===== src/rtl/vec_pipe_pkg.sv =====
// Shared types for the vector pipeline control logic.
//   fwd_sel_t  : E-stage operand mux select (regfile / ResultW / ALUOutM)
//   reg_cls_t  : register class of an operand or destination
//   mc_state_t : multi-cycle execute sequencer state
package vec_pipe_pkg;

    typedef enum logic [1:0] {
        FWD_RF  = 2'b00,
        FWD_WB  = 2'b01,
        FWD_MEM = 2'b10
    } fwd_sel_t;

    typedef enum logic {
        CLS_SCALAR = 1'b0,
        CLS_VECTOR = 1'b1
    } reg_cls_t;

    typedef enum logic {
        IDLE = 1'b0,
        BUSY = 1'b1
    } mc_state_t;

    // M holds the younger result, so it wins over W.
    function automatic fwd_sel_t pick_fwd(input logic hit_m, input logic hit_w);
        if (hit_m) begin
            return FWD_MEM;
        end else if (hit_w) begin
            return FWD_WB;
        end
        return FWD_RF;
    endfunction

endpackage


===== src/rtl/vec_mc_sequencer.sv =====
// Multi-cycle execute sequencer. Keeps a multi-cycle op in E for MC_LAT cycles.
//   clk, rst     : clock, asynchronous active-high reset
//   multicycle_e : E-stage op is multi-cycle
//   hold         : freeze F/D/E and bubble M this cycle (combinational)
//   ex_busy      : sequencer is in BUSY (straight from the state register)
module vec_mc_sequencer
    import vec_pipe_pkg::*;
#(
    parameter int unsigned MC_LAT = 4
) (
    input  logic clk,
    input  logic rst,
    input  logic multicycle_e,
    output logic hold,
    output logic ex_busy
);

    localparam int unsigned CntW    = (MC_LAT > 1) ? $clog2(MC_LAT) : 1;
    localparam bit          HasHold = (MC_LAT > 1);
    // First cycle in IDLE already counts, so BUSY runs MC_LAT-1 more cycles.
    localparam logic [CntW-1:0] CntInit = HasHold ? CntW'(MC_LAT - 2) : '0;

    mc_state_t       state_q, state_d;
    logic [CntW-1:0] cnt_q, cnt_d;

    always_comb begin
        state_d = state_q;
        cnt_d   = cnt_q;
        hold    = 1'b0;
        unique case (state_q)
            IDLE: begin
                if (multicycle_e && HasHold) begin
                    hold    = 1'b1;
                    cnt_d   = CntInit;
                    state_d = BUSY;
                end
            end
            BUSY: begin
                if (cnt_q != '0) begin
                    hold  = 1'b1;
                    cnt_d = cnt_q - CntW'(1);
                end else begin
                    // Op leaves E now; a still-high multicycle_e is ignored.
                    state_d = IDLE;
                end
            end
            default: begin
                state_d = IDLE;
                cnt_d   = '0;
            end
        endcase
    end

    always_ff @(posedge clk or posedge rst) begin
        if (rst) begin
            state_q <= IDLE;
            cnt_q   <= '0;
        end else begin
            state_q <= state_d;
            cnt_q   <= cnt_d;
        end
    end

    assign ex_busy = (state_q == BUSY);

endmodule


===== src/rtl/vec_hazard_unit.sv =====
// Hazard unit for the five-stage vector pipeline.
//   clk, rst                    : clock, asynchronous active-high reset
//   ra_*/rcls_*/ruse_* (D, E)   : per-operand source address, class, valid
//   wa_*/wcls_*/regwrite_*      : destination of the E, M and W stages
//   memtoreg_e, multicycle_e    : E-stage load / multi-cycle op flags
//   branch_taken_e              : taken branch resolved in E
//   fwd_e                       : per-operand E-stage operand mux select
//   stall_f/d/e, flush_d/e/m    : pipeline register enables and clears
//   ex_busy                     : multi-cycle sequence in progress
//   lu_stall_cnt                : saturating count of load-use stall cycles
module vec_hazard_unit
    import vec_pipe_pkg::*;
#(
    parameter int unsigned ADDR_W = 4,
    parameter int unsigned NSRC   = 3,
    parameter int unsigned MC_LAT = 4,
    parameter int unsigned CNT_W  = 16
) (
    input  logic                         clk,
    input  logic                         rst,
    input  logic [NSRC-1:0][ADDR_W-1:0]  ra_d,
    input  logic [NSRC-1:0]              rcls_d,
    input  logic [NSRC-1:0]              ruse_d,
    input  logic [NSRC-1:0][ADDR_W-1:0]  ra_e,
    input  logic [NSRC-1:0]              rcls_e,
    input  logic [NSRC-1:0]              ruse_e,
    input  logic [ADDR_W-1:0]            wa_e,
    input  logic                         wcls_e,
    input  logic                         regwrite_e,
    input  logic                         memtoreg_e,
    input  logic                         multicycle_e,
    input  logic [ADDR_W-1:0]            wa_m,
    input  logic                         wcls_m,
    input  logic                         regwrite_m,
    input  logic [ADDR_W-1:0]            wa_w,
    input  logic                         wcls_w,
    input  logic                         regwrite_w,
    input  logic                         branch_taken_e,
    output logic [NSRC-1:0][1:0]         fwd_e,
    output logic                         stall_f,
    output logic                         stall_d,
    output logic                         stall_e,
    output logic                         flush_d,
    output logic                         flush_e,
    output logic                         flush_m,
    output logic                         ex_busy,
    output logic [CNT_W-1:0]             lu_stall_cnt
);

    logic [NSRC-1:0]        hit_m, hit_w, hit_lu;
    logic [NSRC-1:0][1:0]   fwd_raw;
    logic                   lu, lu_win, hold;
    logic [CNT_W-1:0]       lu_cnt_q, lu_cnt_d;

    for (genvar s = 0; s < NSRC; s++) begin : g_src
        assign hit_m[s]  = ruse_e[s] && regwrite_m && (wcls_m == rcls_e[s]) && (wa_m == ra_e[s]);
        assign hit_w[s]  = ruse_e[s] && regwrite_w && (wcls_w == rcls_e[s]) && (wa_w == ra_e[s]);
        assign hit_lu[s] = ruse_d[s] && regwrite_e && (wcls_e == rcls_d[s]) && (wa_e == ra_d[s]);
        assign fwd_raw[s] = pick_fwd(hit_m[s], hit_w[s]);
    end

    assign lu = memtoreg_e && regwrite_e && (|hit_lu);

    vec_mc_sequencer #(
        .MC_LAT (MC_LAT)
    ) u_mc_seq (
        .clk          (clk),
        .rst          (rst),
        .multicycle_e (multicycle_e),
        .hold         (hold),
        .ex_busy      (ex_busy)
    );

    // Priority: hold > branch > load-use. Everything is forced quiet in reset,
    // since hold is combinational from multicycle_e even in IDLE.
    always_comb begin
        fwd_e   = '0;
        stall_f = 1'b0;
        stall_d = 1'b0;
        stall_e = 1'b0;
        flush_d = 1'b0;
        flush_e = 1'b0;
        flush_m = 1'b0;
        lu_win  = 1'b0;
        if (!rst) begin
            fwd_e = fwd_raw;
            if (hold) begin
                stall_f = 1'b1;
                stall_d = 1'b1;
                stall_e = 1'b1;
                flush_m = 1'b1;
            end else if (branch_taken_e) begin
                flush_d = 1'b1;
                flush_e = 1'b1;
            end else if (lu) begin
                stall_f = 1'b1;
                stall_d = 1'b1;
                flush_e = 1'b1;
                lu_win  = 1'b1;
            end
        end
    end

    always_comb begin
        lu_cnt_d = lu_cnt_q;
        if (lu_win && (lu_cnt_q != '1)) begin
            lu_cnt_d = lu_cnt_q + CNT_W'(1);
        end
    end

    always_ff @(posedge clk or posedge rst) begin
        if (rst) begin
            lu_cnt_q <= '0;
        end else begin
            lu_cnt_q <= lu_cnt_d;
        end
    end

    assign lu_stall_cnt = lu_cnt_q;

endmodule


===== config.mk =====
export PLATFORM = sky130hd
export DESIGN_NAME = vec_hazard_unit
export DESIGN_NICKNAME = d
export VERILOG_FILES = /design/src/rtl/vec_pipe_pkg.sv /design/src/rtl/vec_mc_sequencer.sv /design/src/rtl/vec_hazard_unit.sv
export SDC_FILE = /design/constraint.sdc
export NUM_CORES = 1
export LEC_CHECK = 0
export ABC_AREA = 1
export BUFFER_PORTS_ARGS = -buffer_cell sky130_fd_sc_hd__buf_2
export CORE_MARGIN = 2
export CORE_UTILIZATION = 44
export DETAILED_ROUTE_END_ITERATION = 8
export PLACE_DENSITY = 0.75
export SLEW_MARGIN = 30
export SYNTH_ARGS = -nofsm -noshare
export SYNTH_HDL_FRONTEND = slang
export SYNTH_SLANG_ARGS = --single-unit
export TNS_END_PERCENT = 5

===== constraint.sdc =====
create_clock -name clk -period 1.5 [get_ports clk]
set_input_delay 0.075 -clock clk [delete_from_list [all_inputs] [get_ports clk]]
set_output_delay 0.075 -clock clk [all_outputs]
set_load 0.05 [all_outputs]

==> results.tsv, run 1 <==
stage	metric	value	unit
worst_setup_path	Crit Path Category	register to primary output	
die	top-level port count	88	
final_layout	fraction of layout cells with a size suffix above 1	0.421	
route	via count	2460	
timing	transition time at the pin with the least slew margin	0.368	ns
timing	normalized max-slew margin	0.754	
timing	Setup violations, final	22	
timing	unrepaired setup endpoints after global routing	yes	
worst_setup_path	R2R Path Start	u_mc_seq.cnt_q[0]	
clock_network	clock-pin transition on the worst setup and hold timing paths	0.07	ns
final_layout	Area growth syn-to-layout	40.2	%
worst_setup_path	worst endpoint data arrival time	1.63	ns
synthesis	Syn Std Cell Area	0.00213	mm^2
die	Placeable Area	0.00469	mm^2
route	DRT iter0 DRCs	97	
grt	global-route usage over all layers	0.220	
flow_run	number of maximum-capacitance constraint violations	0	
min_path	cell depth of the worst min-delay path	3	
final_layout	leading cell types in the layout, fill and taps excluded	sky130_fd_sc_hd__nand2_1, sky130_fd_sc_hd__buf_2, sky130_fd_sc_hd__inv_1	
clock_network	H-tree level count	1	
worst_setup_path	startpoint types	register	
die	starting utilization of the core area	0.455	
grt	antenna violations before repair	0	
final_layout	final layout net count	504	
power	Leak	1.72	nW
clock_network	number of clock sinks seen by CTS	19	
route	via/cell ratio	4.96	
synthesis	Post-Synthesis Cells	332	
placed_design	pre-CTS setup slack	-0.156	ns
synthesis	synthesis warning total	0	
synthesis	post-synth net total	393	
run_status	outcome	finished with violations	
placed_design	count of buffers inserted at the top-level ports	87	
timing	Fin Clk Skew	0.00382	ns
clock_network	clock root buffer	sky130_fd_sc_hd__clkbuf_8	
synthesis	Mean Syn Cell Area	6.43	um^2
worst_setup_path	minimum setup slack among reg-to-reg paths	-0.12	ns
min_path	Hold Crit Class	input pin to register	
route	total detailed-routing wirelength	5760	um
worst_setup_path	capture point of the worst reg-to-reg path	lu_stall_cnt[9]	
grt	total grt overflow	0	
placed_design	cell total after placement	490	
power	VDD IR-drop max	0.607	mV
timing	Fin. Hold Viols	0	
power	overall power after layout	2.03	mW
grt	wire length of the first global-routing pass	9560	um
die	Die Span X	73.7	um
worst_setup_path	cell with the largest stage delay on the worst path	sky130_fd_sc_hd__dfrtp_1	
worst_setup_path	CP endpoint kind	primary output	
grt	pin count of the biggest net entering global routing	20	
power	pwr dens	679	mW/mm^2
run_status	violated checks	setup timing	
clock_network	CTS buffer count	3	
clock_network	TritonCTS clock tree	yes	
worst_setup_path	required time at the endpoint of the critical path	1.42	ns
placed_design	routability congestion estimate	0.897	
die	height of the die	73.7	um
synthesis	distinct cell type count of the synthesized netlist	35	
timing	achievable clock frequency	0.586	GHz
die	row cnt	25	
worst_setup_path	CP max FO	3	
clock_network	clock network latency to the later pin of the worst-skew pair	0.26	ns
final_layout	leading cell type in the layout, fill and taps excluded	sky130_fd_sc_hd__nand2_1	
worst_setup_path	worst path bufs/invs	3	
timing	final-layout setup total negative slack	-2.42	ns
route	remaining number of nets flagged by the antenna check after routing	0	
route	post-detailed-route wirelength per cell	11.6	um
route	number of optimization iterations in the first detailed-route pass	5	
timing	shortest period the worst path allows	1.71	ns
grt	vias in the first global route	2413	
worst_setup_path	list of cells traversed by the critical path	inv_1, ha_1, or2_1, nand2_2, inv_4, a21oi_4, buf_6	
placed_design	estimated wirelength of the detail-placed design	4860	um
synthesis	Seq cells post-synth	19	
route	DR DRC count	0	
timing	Slew Viols, Final	0	
timing	final worst setup slack	-0.206	ns
min_path	end point of the most critical hold path	u_mc_seq.cnt_q[1]	
final_layout	diode count	0	
clock_network	clock buffer depth	2	
die	Die Footprint	0.00542	mm^2
min_path	startpoint of the most critical hold path	multicycle_e	
final_layout	Post-Layout Cell Count	496	
worst_setup_path	cell family with the largest share of critical-path delay	simple AND/OR/NAND/NOR gates	
worst_setup_path	depth of the worst register-to-register path	9	
worst_setup_path	CP peak stage delay	0.35	ns
timing	fraction of the cycle the final worst path needs	1.14	
synthesis	sequential-to-total area share from yosys stat	0.223	
## flip-flops by register name, summed over array words and instances (netlist names)
name              flops
lu_stall_cnt         16
u_mc_seq.cnt_q        2
u_mc_seq.ex_busy      1
## cell type report
class | instances | area [um^2]
clock buffers | 4 | 45.0
fillers | 412 | 1700
inverters | 75 | 287
multi-input cells | 234 | 1450
flip-flops and latches | 19 | 487
well taps | 54 | 67.6
repair buffers | 110 | 661
## worst min-delay path, delay by kind of cell
kind	cells	cell delay, ns
compound gates	1	0.10
buf+inv	1	0.08
simple gates	1	0.08
## cell usage after synthesis
cell,count,share of area
sky130_fd_sc_hd__nor3_2,1,0.0047
sky130_fd_sc_hd__dfrtp_1,19,0.22
sky130_fd_sc_hd__o21bai_2,10,0.053
sky130_fd_sc_hd__o2bb2ai_1,2,0.0082
sky130_fd_sc_hd__buf_8,1,0.0070
sky130_fd_sc_hd__a221oi_1,3,0.012
sky130_fd_sc_hd__inv_2,10,0.018
sky130_fd_sc_hd__or2_1,1,0.0029
sky130_fd_sc_hd__nand3_4,2,0.016
sky130_fd_sc_hd__nor3b_1,2,0.0070
sky130_fd_sc_hd__nor2_8,1,0.0094
sky130_fd_sc_hd__a21oi_1,5,0.012
sky130_fd_sc_hd__and3_1,1,0.0029
sky130_fd_sc_hd__nor2_2,9,0.026
sky130_fd_sc_hd__o21bai_1,6,0.021
sky130_fd_sc_hd__inv_1,64,0.11
sky130_fd_sc_hd__o21ai_0,3,0.0070
sky130_fd_sc_hd__xnor2_1,4,0.016
sky130_fd_sc_hd__nand4_2,1,0.0059
sky130_fd_sc_hd__o22ai_1,7,0.021
sky130_fd_sc_hd__nand3_2,10,0.047
sky130_fd_sc_hd__nand3_1,16,0.038
sky130_fd_sc_hd__nor3_1,7,0.016
sky130_fd_sc_hd__buf_4,2,0.0070
sky130_fd_sc_hd__nand2_1,90,0.16
sky130_fd_sc_hd__nand4_1,6,0.018
sky130_fd_sc_hd__o211ai_1,1,0.0035
sky130_fd_sc_hd__buf_6,1,0.0053
sky130_fd_sc_hd__nor4_1,1,0.0029
sky130_fd_sc_hd__nor2_4,2,0.011
sky130_fd_sc_hd__a211oi_1,1,0.0035
sky130_fd_sc_hd__ha_1,2,0.012
sky130_fd_sc_hd__clkinv_1,1,0.0018
sky130_fd_sc_hd__xor2_1,9,0.037
sky130_fd_sc_hd__nor2_1,31,0.055
## stage by stage
stage,hold WS [ns],cell area [um^2],util
5_1_grt,0.125,2990,0.638
3_3_place_gp,0.198,2860,0.610
2_1_floorplan,0.0338,2230,-
4_1_cts,0.119,2970,0.632
6_report,0.112,2990,0.638
3_5_place_dp,0.203,2860,0.610
## worst max-delay path by stage
stage / start / endpoint / cells after the start
global placement: u_mc_seq.cnt_q[0] / lu_stall_cnt[1] / 9
detailed placement: u_mc_seq.cnt_q[0] / lu_stall_cnt[9] / 9
CTS: u_mc_seq.cnt_q[0] / stall_d / 7
finish: u_mc_seq.cnt_q[0] / stall_d / 7
global route: u_mc_seq.cnt_q[0] / stall_d / 7
floorplan: lu_stall_cnt[1] / lu_stall_cnt[15] / 10
## timing repair
action,CTS,global route
hold buffers,1,0
setup endpoints to repair,22,22
pin swaps,3,5
endpoints found under the hold margin,19,0
buffers inserted,0,1
gates resized for setup,15,6
## where the power goes
group | internal [mW] | total, mW | switching [mW]
combinational | 0.427 | 1.09 | 0.659
sequential | 0.557 | 0.577 | 0.0197
clock | 0.189 | 0.370 | 0.181
total | 1.17 | 2.03 | 0.859
## routing by layer
metal | wire length (um) | up-vias | track usage
li1 | - | 1260 | -
met1 | 2320 | 1080 | 0.244
met2 | 2920 | 101 | 0.412
met3 | 364 | 19 | 0.0316
met4 | 159 | 0 | 0.0889
met5 | 0 | - | 0
## kinds of logic (layout without fill, tap and decap cells)
logic type	after synthesis	count (layout)	synth area share
DFF	19	19	0.223
buffers and inverters	79	189	0.151
xor gates and xnor gates	13	13	0.0533
and+or+nand+nor	181	181	0.420
AOI/OAI and AO/OA	38	38	0.141
adders and majority gates	2	2	0.0117
No activity file was read; power rests on OpenSTA's default activity.
==> run 2, diff against run 1 <==
--- a/config.mk
+++ b/config.mk
@@ -7,10 +7,11 @@
 export LEC_CHECK = 0
 export ABC_AREA = 1
 export BUFFER_PORTS_ARGS = -buffer_cell sky130_fd_sc_hd__buf_2
-export CORE_MARGIN = 2
+export CORE_MARGIN = 1.5
 export CORE_UTILIZATION = 44
 export DETAILED_ROUTE_END_ITERATION = 8
 export PLACE_DENSITY = 0.75
+export SKIP_LAST_GASP = 1
 export SLEW_MARGIN = 30
 export SYNTH_ARGS = -nofsm -noshare
 export SYNTH_HDL_FRONTEND = slang
==> results.tsv, run 2 (synthesis gave the netlist of run 1 again) <==
stage	metric	value	unit	change
clock_network	clock network latency to the later pin of the worst-skew pair	0.26	ns	about the same
clock_network	clock root buffer	sky130_fd_sc_hd__clkbuf_8		
die	Die Footprint	0.00528	mm^2	-2.7%
clock_network	clock-pin transition on the worst setup and hold timing paths	0.08	ns	about the same
worst_setup_path	startpoint types	register		
die	Die Span X	72.7	um	-1.4%
min_path	cell depth of the worst min-delay path	4		+1
timing	transition time at the pin with the least slew margin	0.391	ns	+0.0233 ns
route	via count	2498		+1.5%
worst_setup_path	CP endpoint kind	primary output		
die	starting utilization of the core area	0.455		unchanged
final_layout	Post-Layout Cell Count	496		unchanged
route	DR DRC count	0		unchanged
clock_network	clock buffer depth	2		unchanged
timing	Post-Route Hold Slack	0.122	ns	+0.00977 ns
timing	Setup violations, final	22		unchanged
grt	global-route usage over all layers	0.223		+0.00380
flow_run	number of maximum-capacitance constraint violations	0		unchanged
timing	normalized max-slew margin	0.738		-0.0156
placed_design	routability congestion estimate	0.856		-4.5%
grt	total grt overflow	0		unchanged
grt	pin count of the biggest net entering global routing	20		unchanged
worst_setup_path	CP max FO	3		unchanged
route	DRT iter0 DRCs	114		+18%
final_layout	leading cell types in the layout, fill and taps excluded	sky130_fd_sc_hd__nand2_1, sky130_fd_sc_hd__buf_2, sky130_fd_sc_hd__inv_1		
worst_setup_path	number of cells on the critical path	8		+1
run_status	violated checks	setup timing		
power	Leak	1.72	nW	-0.26%
worst_setup_path	depth of the worst register-to-register path	9		unchanged
placed_design	cell total after placement	490		unchanged
timing	fraction of the cycle the final worst path needs	1.15		+0.0164
die	height of the die	72.7	um	-1.4%
power	pwr dens	692	mW/mm^2	+1.9%
timing	Fin. Hold Viols	0		unchanged
route	number of optimization iterations in the first detailed-route pass	4		-1
final_layout	fraction of layout cells with a size suffix above 1	0.414		-0.00679
final_layout	Area growth syn-to-layout	39.2	%	
placed_design	count of buffers inserted at the top-level ports	87		unchanged
worst_setup_path	CP peak stage delay	0.35	ns	about the same
die	Placeable Area	0.00469	mm^2	unchanged
worst_setup_path	cell with the largest stage delay on the worst path	sky130_fd_sc_hd__dfrtp_1		
grt	wire length of the first global-routing pass	9570	um	about the same
timing	Fin Clk Skew	0.00484	ns	+0.00102 ns
worst_setup_path	Crit Path Category	register to primary output		
worst_setup_path	worst endpoint data arrival time	1.66	ns	+0.03 ns
timing	shortest period the worst path allows	1.73	ns	+0.0246 ns
final_layout	leading cell type in the layout, fill and taps excluded	sky130_fd_sc_hd__nand2_1		
final_layout	diode count	0		unchanged
final_layout	flip-flop count of the largest register after layout	16		unchanged
die	top-level port count	88		unchanged
placed_design	estimated wirelength of the detail-placed design	4820	um	-0.75%
route	remaining number of nets flagged by the antenna check after routing	0		unchanged
clock_network	number of clock sinks seen by CTS	19		unchanged
die	row cnt	25		unchanged
worst_setup_path	list of cells traversed by the critical path	inv_1, ha_2, or2_1, nand2_2, buf_6, inv_4, a21oi_4, buf_6		
route	total detailed-routing wirelength	5870	um	+2.1%
power	Net Sw Power	0.871	mW	+1.4%
power	Int Pwr	1.19	mW	+0.98%
grt	vias in the first global route	2397		-0.66%
grt	antenna violations before repair	0		unchanged
min_path	Hold Crit Class	input pin to register		
route	via/cell ratio	5.04		+1.5%
power	switching fraction of total power	0.424		+0.00107
power	overall power after layout	2.06	mW	+1.2%
worst_setup_path	required time at the endpoint of the critical path	1.42	ns	about the same
clock_network	CTS buffer count	3		unchanged
power	combinational share of power	0.540		+0.006
timing	final-layout setup total negative slack	-2.65	ns	-0.233 ns
worst_setup_path	most frequent cell on the critical path	sky130_fd_sc_hd__buf_6		
clock_network	TritonCTS clock tree	yes		
timing	achievable clock frequency	0.578	GHz	-1.4%
run_status	outcome	finished with violations		
timing	Slew Viols, Final	0		unchanged
worst_setup_path	cell family with the largest share of critical-path delay	buffers and inverters		
route	post-detailed-route wirelength per cell	11.8	um	+2.1%
timing	unrepaired setup endpoints after global routing	yes		
worst_setup_path	worst path bufs/invs	4		+1
clock_network	H-tree level count	1		unchanged
final_layout	end-of-flow core utilization	0.633		-0.00480
timing	final worst setup slack	-0.230	ns	-0.0246 ns
power	VDD IR-drop max	0.548	mV	-9.8%
final_layout	final layout net count	504		unchanged
power	clock network power share	0.180		-0.002
power	Flop pwr share	0.280		-0.004
## run 2: cell count changes in the layout (fill, tap and decap cells not counted), sizes merged
cell,previous run,this run
clkbuf,4,3
clkinv,1,2
## run 2: cell type report
| class | instances | area, um^2 |
|---|---|---|
| multi-input cells | 234 | 1430 |
| flip-flops and latches | 19 | 487 |
| clock inverters | 1 | 5.00 |
| fillers | 433 | 1720 |
| clock buffers | 3 | 41.3 |
| inverters | 75 | 287 |
| well taps | 54 | 67.6 |
| repair buffers | 110 | 649 |
## run 2: path summary, 6_finish.rpt
check	startpoint	endpoint	slack [ns]
max in group asynchronous	rst	lu_stall_cnt[1]	0.83
max	u_mc_seq.cnt_q[0]	stall_d	-0.23
min reg2reg	u_mc_seq.cnt_q[1]	u_mc_seq.cnt_q[1]	0.53
min	branch_taken_e	lu_stall_cnt[11]	0.12
min in group asynchronous	rst	lu_stall_cnt[0]	0.43
max reg2reg	u_mc_seq.cnt_q[0]	lu_stall_cnt[9]	-0.13
## run 2: per-layer routing
layer / wire length, um / track usage / vias up
met5: 0 / 0 / -
met4: 107 / 0.0797 / 0
li1: - / - / 1262
met2: 3140 / 0.443 / 84
met3: 291 / 0.0249 / 13
met1: 2340 / 0.239 / 1139
## run 2: power by group through the flow
| stage | registers, mW | logic, mW | clock network, mW |
|---|---|---|---|
| floorplan | 0.635 | 0.586 | 0 |
| global placement | 0.586 | 0.956 | 0 |
| detailed placement | 0.586 | 0.988 | 0 |
| CTS | 0.576 | 1.11 | 0.377 |
| global route | 0.578 | 1.20 | 0.393 |
| finish | 0.576 | 1.11 | 0.370 |
## run 2: worst reg2reg max path: stages (launching register included)
cell,delay [ns]
sky130_fd_sc_hd__dfrtp_1,0.38
sky130_fd_sc_hd__inv_1,0.06
sky130_fd_sc_hd__ha_2,0.15
sky130_fd_sc_hd__or2_1,0.12
sky130_fd_sc_hd__nand2_2,0.08
sky130_fd_sc_hd__nor2_4,0.13
sky130_fd_sc_hd__inv_2,0.08
sky130_fd_sc_hd__nor2_4,0.34
sky130_fd_sc_hd__nand3_1,0.12
sky130_fd_sc_hd__nand2_1,0.10
## run 2: metrics by stage
step / area (um^2) / setup WS, ns
after floorplan: 2230 / -0.184
after global placement: 2860 / -0.0686
after detailed placement: 2860 / -0.120
after CTS: 2960 / -0.237
after global routing: 2970 / -0.294
final: 2970 / -0.230
## run 2: timing repair
item | 4_1_cts | 5_1_grt
setup endpoints to repair | 22 | 22
hold buffers | 1 | 0
setup buffers | 1 | 0
cloned | 0 | 0
pin swaps | 3 | 3
hold endpoints to repair | 19 | 0
gates resized for setup | 11 | 3
==> run 3, diff against run 2 <==
--- a/config.mk
+++ b/config.mk
@@ -11,6 +11,7 @@
 export CORE_UTILIZATION = 44
 export DETAILED_ROUTE_END_ITERATION = 8
 export PLACE_DENSITY = 0.75
+export REMOVE_ABC_BUFFERS = 1
 export SKIP_LAST_GASP = 1
 export SLEW_MARGIN = 30
 export SYNTH_ARGS = -nofsm -noshare
==> results.tsv, run 3 (synthesis gave the netlist of run 1 again) <==
stage	metric	value	unit	change
run_status	outcome	finished with violations		
run_status	violated checks	setup timing		
min_path	cell depth of the worst min-delay path	4		unchanged
die	height of the die	72.7	um	unchanged
timing	final worst setup slack	-0.157	ns	+0.0732 ns
worst_setup_path	Crit Path Category	register to primary output		
die	Placeable Area	0.00469	mm^2	unchanged
grt	pin count of the biggest net entering global routing	20		unchanged
route	total detailed-routing wirelength	5820	um	-0.89%
worst_setup_path	required time at the endpoint of the critical path	1.42	ns	about the same
final_layout	fraction of layout cells with a size suffix above 1	0.395		-0.0193
grt	total grt overflow	0		unchanged
worst_setup_path	CP max FO	4		+1
grt	antenna violations before repair	0		unchanged
route	DR DRC count	0		unchanged
die	top-level port count	88		unchanged
clock_network	clock buffer depth	2		unchanged
placed_design	routability congestion estimate	0.859		+0.35%
clock_network	H-tree level count	1		unchanged
worst_setup_path	worst path bufs/invs	3		-1
min_path	Hold Crit Class	input pin to register		
grt	vias in the first global route	2264		-5.5%
worst_setup_path	R2R Path Start	u_mc_seq.cnt_q[1]		
route	post-detailed-route wirelength per cell	11.5	um	-2.7%
grt	wire length of the first global-routing pass	9250	um	-3.3%
flow_run	number of maximum-capacitance constraint violations	0		unchanged
min_path	startpoint of the most critical hold path	branch_taken_e		
worst_setup_path	number of cells on the critical path	8		unchanged
final_layout	Post-Layout Cell Count	505		+1.8%
final_layout	filler cell count	404		-6.7%
final_layout	leading cell types in the layout, fill and taps excluded	sky130_fd_sc_hd__nand2_1, sky130_fd_sc_hd__buf_2, sky130_fd_sc_hd__inv_1		
clock_network	TritonCTS clock tree	yes		
worst_setup_path	list of cells traversed by the critical path	inv_2, ha_4, or2_4, nand2_4, nor2_4, inv_2, nor2_1, buf_6		
placed_design	estimated wirelength of the detail-placed design	4630	um	-4.1%
placed_design	instance area after placement	0.00280	mm^2	-2.1%
clock_network	CTS buffer count	3		unchanged
power	pwr dens	712	mW/mm^2	+2.8%
worst_setup_path	most frequent cell on the critical path	sky130_fd_sc_hd__inv_2		
timing	Post-Route Hold Slack	0.146	ns	+0.0241 ns
clock_network	number of clock sinks seen by CTS	19		unchanged
route	number of optimization iterations in the first detailed-route pass	4		unchanged
final_layout	final layout net count	513		+1.8%
timing	Fin Clk Skew	0.00385	ns	-0.000990 ns
timing	shortest period the worst path allows	1.66	ns	-0.0732 ns
timing	unrepaired setup endpoints after global routing	yes		
worst_setup_path	source of the critical timing path	u_mc_seq.cnt_q[1]		
timing	achievable clock frequency	0.603	GHz	+4.4%
placed_design	cell total after placement	495		+1.0%
clock_network	clock network latency to the later pin of the worst-skew pair	0.26	ns	about the same
route	via/cell ratio	4.82		-4.2%
worst_setup_path	worst endpoint data arrival time	1.58	ns	-0.08 ns
clock_network	clock-pin transition on the worst setup and hold timing paths	0.07	ns	about the same
final_layout	flip-flop count of the largest register after layout	16		unchanged
route	via count	2436		-2.5%
worst_setup_path	startpoint types	register		
die	row cnt	25		unchanged
timing	Slew Viols, Final	0		unchanged
worst_setup_path	CP endpoint kind	primary output		
final_layout	diode count	0		unchanged
timing	Setup violations, final	22		unchanged
die	Die Span X	72.7	um	unchanged
worst_setup_path	cell family with the largest share of critical-path delay	simple AND/OR/NAND/NOR gates		
final_layout	cell area after layout	0.00302	mm^2	+1.8%
die	starting utilization of the core area	0.455		unchanged
clock_network	clock root buffer	sky130_fd_sc_hd__clkbuf_8		
timing	normalized max-slew margin	0.740		+0.00158
placed_design	count of buffers inserted at the top-level ports	87		unchanged
grt	global-route usage over all layers	0.218		-0.00483
timing	fraction of the cycle the final worst path needs	1.10		-0.0488
worst_setup_path	cell with the largest stage delay on the worst path	sky130_fd_sc_hd__dfrtp_1		
power	VDD IR-drop max	0.770	mV	+41%
timing	Fin. Hold Viols	0		unchanged
timing	final-layout setup total negative slack	-2.20	ns	+0.454 ns
worst_setup_path	depth of the worst register-to-register path	10		+1
die	Die Footprint	0.00528	mm^2	unchanged
route	remaining number of nets flagged by the antenna check after routing	0		unchanged
worst_setup_path	CP peak stage delay	0.39	ns	+0.04 ns
final_layout	leading cell type in the layout, fill and taps excluded	sky130_fd_sc_hd__nand2_1		
power	overall power after layout	2.15	mW	+4.7%
route	DRT iter0 DRCs	112		-1.8%
power	Leak	1.77	nW	+3.4%
timing	transition time at the pin with the least slew margin	0.389	ns	-0.00236 ns
final_layout	Area growth syn-to-layout	41.7	%	
## run 3: cell types whose count changed in the layout (fill, tap and decap cells not counted), moves of 2 or more
cell | previous run | this run
sky130_fd_sc_hd__nand3_2 | 9 | 11
sky130_fd_sc_hd__nand2_1 | 87 | 89
sky130_fd_sc_hd__dfrtp_2 | 9 | 0
sky130_fd_sc_hd__buf_6 | 3 | 7
sky130_fd_sc_hd__inv_1 | 63 | 61
sky130_fd_sc_hd__nand2_2 | 3 | 0
sky130_fd_sc_hd__dfrtp_1 | 10 | 19
sky130_fd_sc_hd__nor2_1 | 26 | 29
sky130_fd_sc_hd__inv_2 | 9 | 12
sky130_fd_sc_hd__buf_4 | 24 | 28
sky130_fd_sc_hd__nor2_4 | 6 | 4
## run 3: tightest hold or removal path, stage by stage
cell	delay (ns)
sky130_fd_sc_hd__buf_2	0.10
sky130_fd_sc_hd__nor2_1	0.07
sky130_fd_sc_hd__nand3_1	0.06
sky130_fd_sc_hd__nand2_1	0.05
## run 3: repair_timing
action,4_1_cts,5_1_grt
hold buffers,1,0
buffers inserted,4,0
cloned,0,1
setup endpoints to repair,22,23
pin swaps,4,7
resized for setup,23,9
endpoints found under the hold margin,19,0
## run 3: layout make-up
cell class | instances | area, um^2 | share of cell area
multi-input combinational | 234 | 1400 | 0.464
timing repair buffer | 119 | 749 | 0.248
clock buffer | 4 | 45.0 | 0.0149
tap | 54 | 67.6 | 0.0223
inverter | 75 | 284 | 0.0939
sequential | 19 | 475 | 0.157
## run 3: per-layer routing
metal | track usage | routed length (um) | up-vias
li1 | - | - | 1281
met1 | 0.247 | 2470 | 1068
met2 | 0.415 | 3010 | 81
met3 | 0.0414 | 289 | 6
met4 | 0.0587 | 53 | 0
met5 | 0 | 0 | -
## run 3: stage by stage
stage	setup slack (ns)	util
detailed placement	-0.160	0.598
CTS	-0.190	0.632
global placement	-0.0744	0.598
floorplan	-1.19	-
finish	-0.157	0.645
global route	-0.269	0.645
## run 3: path summary, 6_finish.rpt
kind                            slack [ns]                 to
min in group asynchronous             0.42  u_mc_seq.cnt_q[0]
worst min register to register        0.54  u_mc_seq.cnt_q[1]
worst max register to register       -0.14    lu_stall_cnt[8]
max in group asynchronous             0.86    lu_stall_cnt[6]
worst max-delay path                 -0.16            flush_d
worst min-delay path                  0.15   lu_stall_cnt[11]
## run 3: power by group
part | switching, mW | internal [mW]
combinational | 0.698 | 0.518
sequential | 0.0243 | 0.555
clock | 0.168 | 0.189
total | 0.890 | 1.26
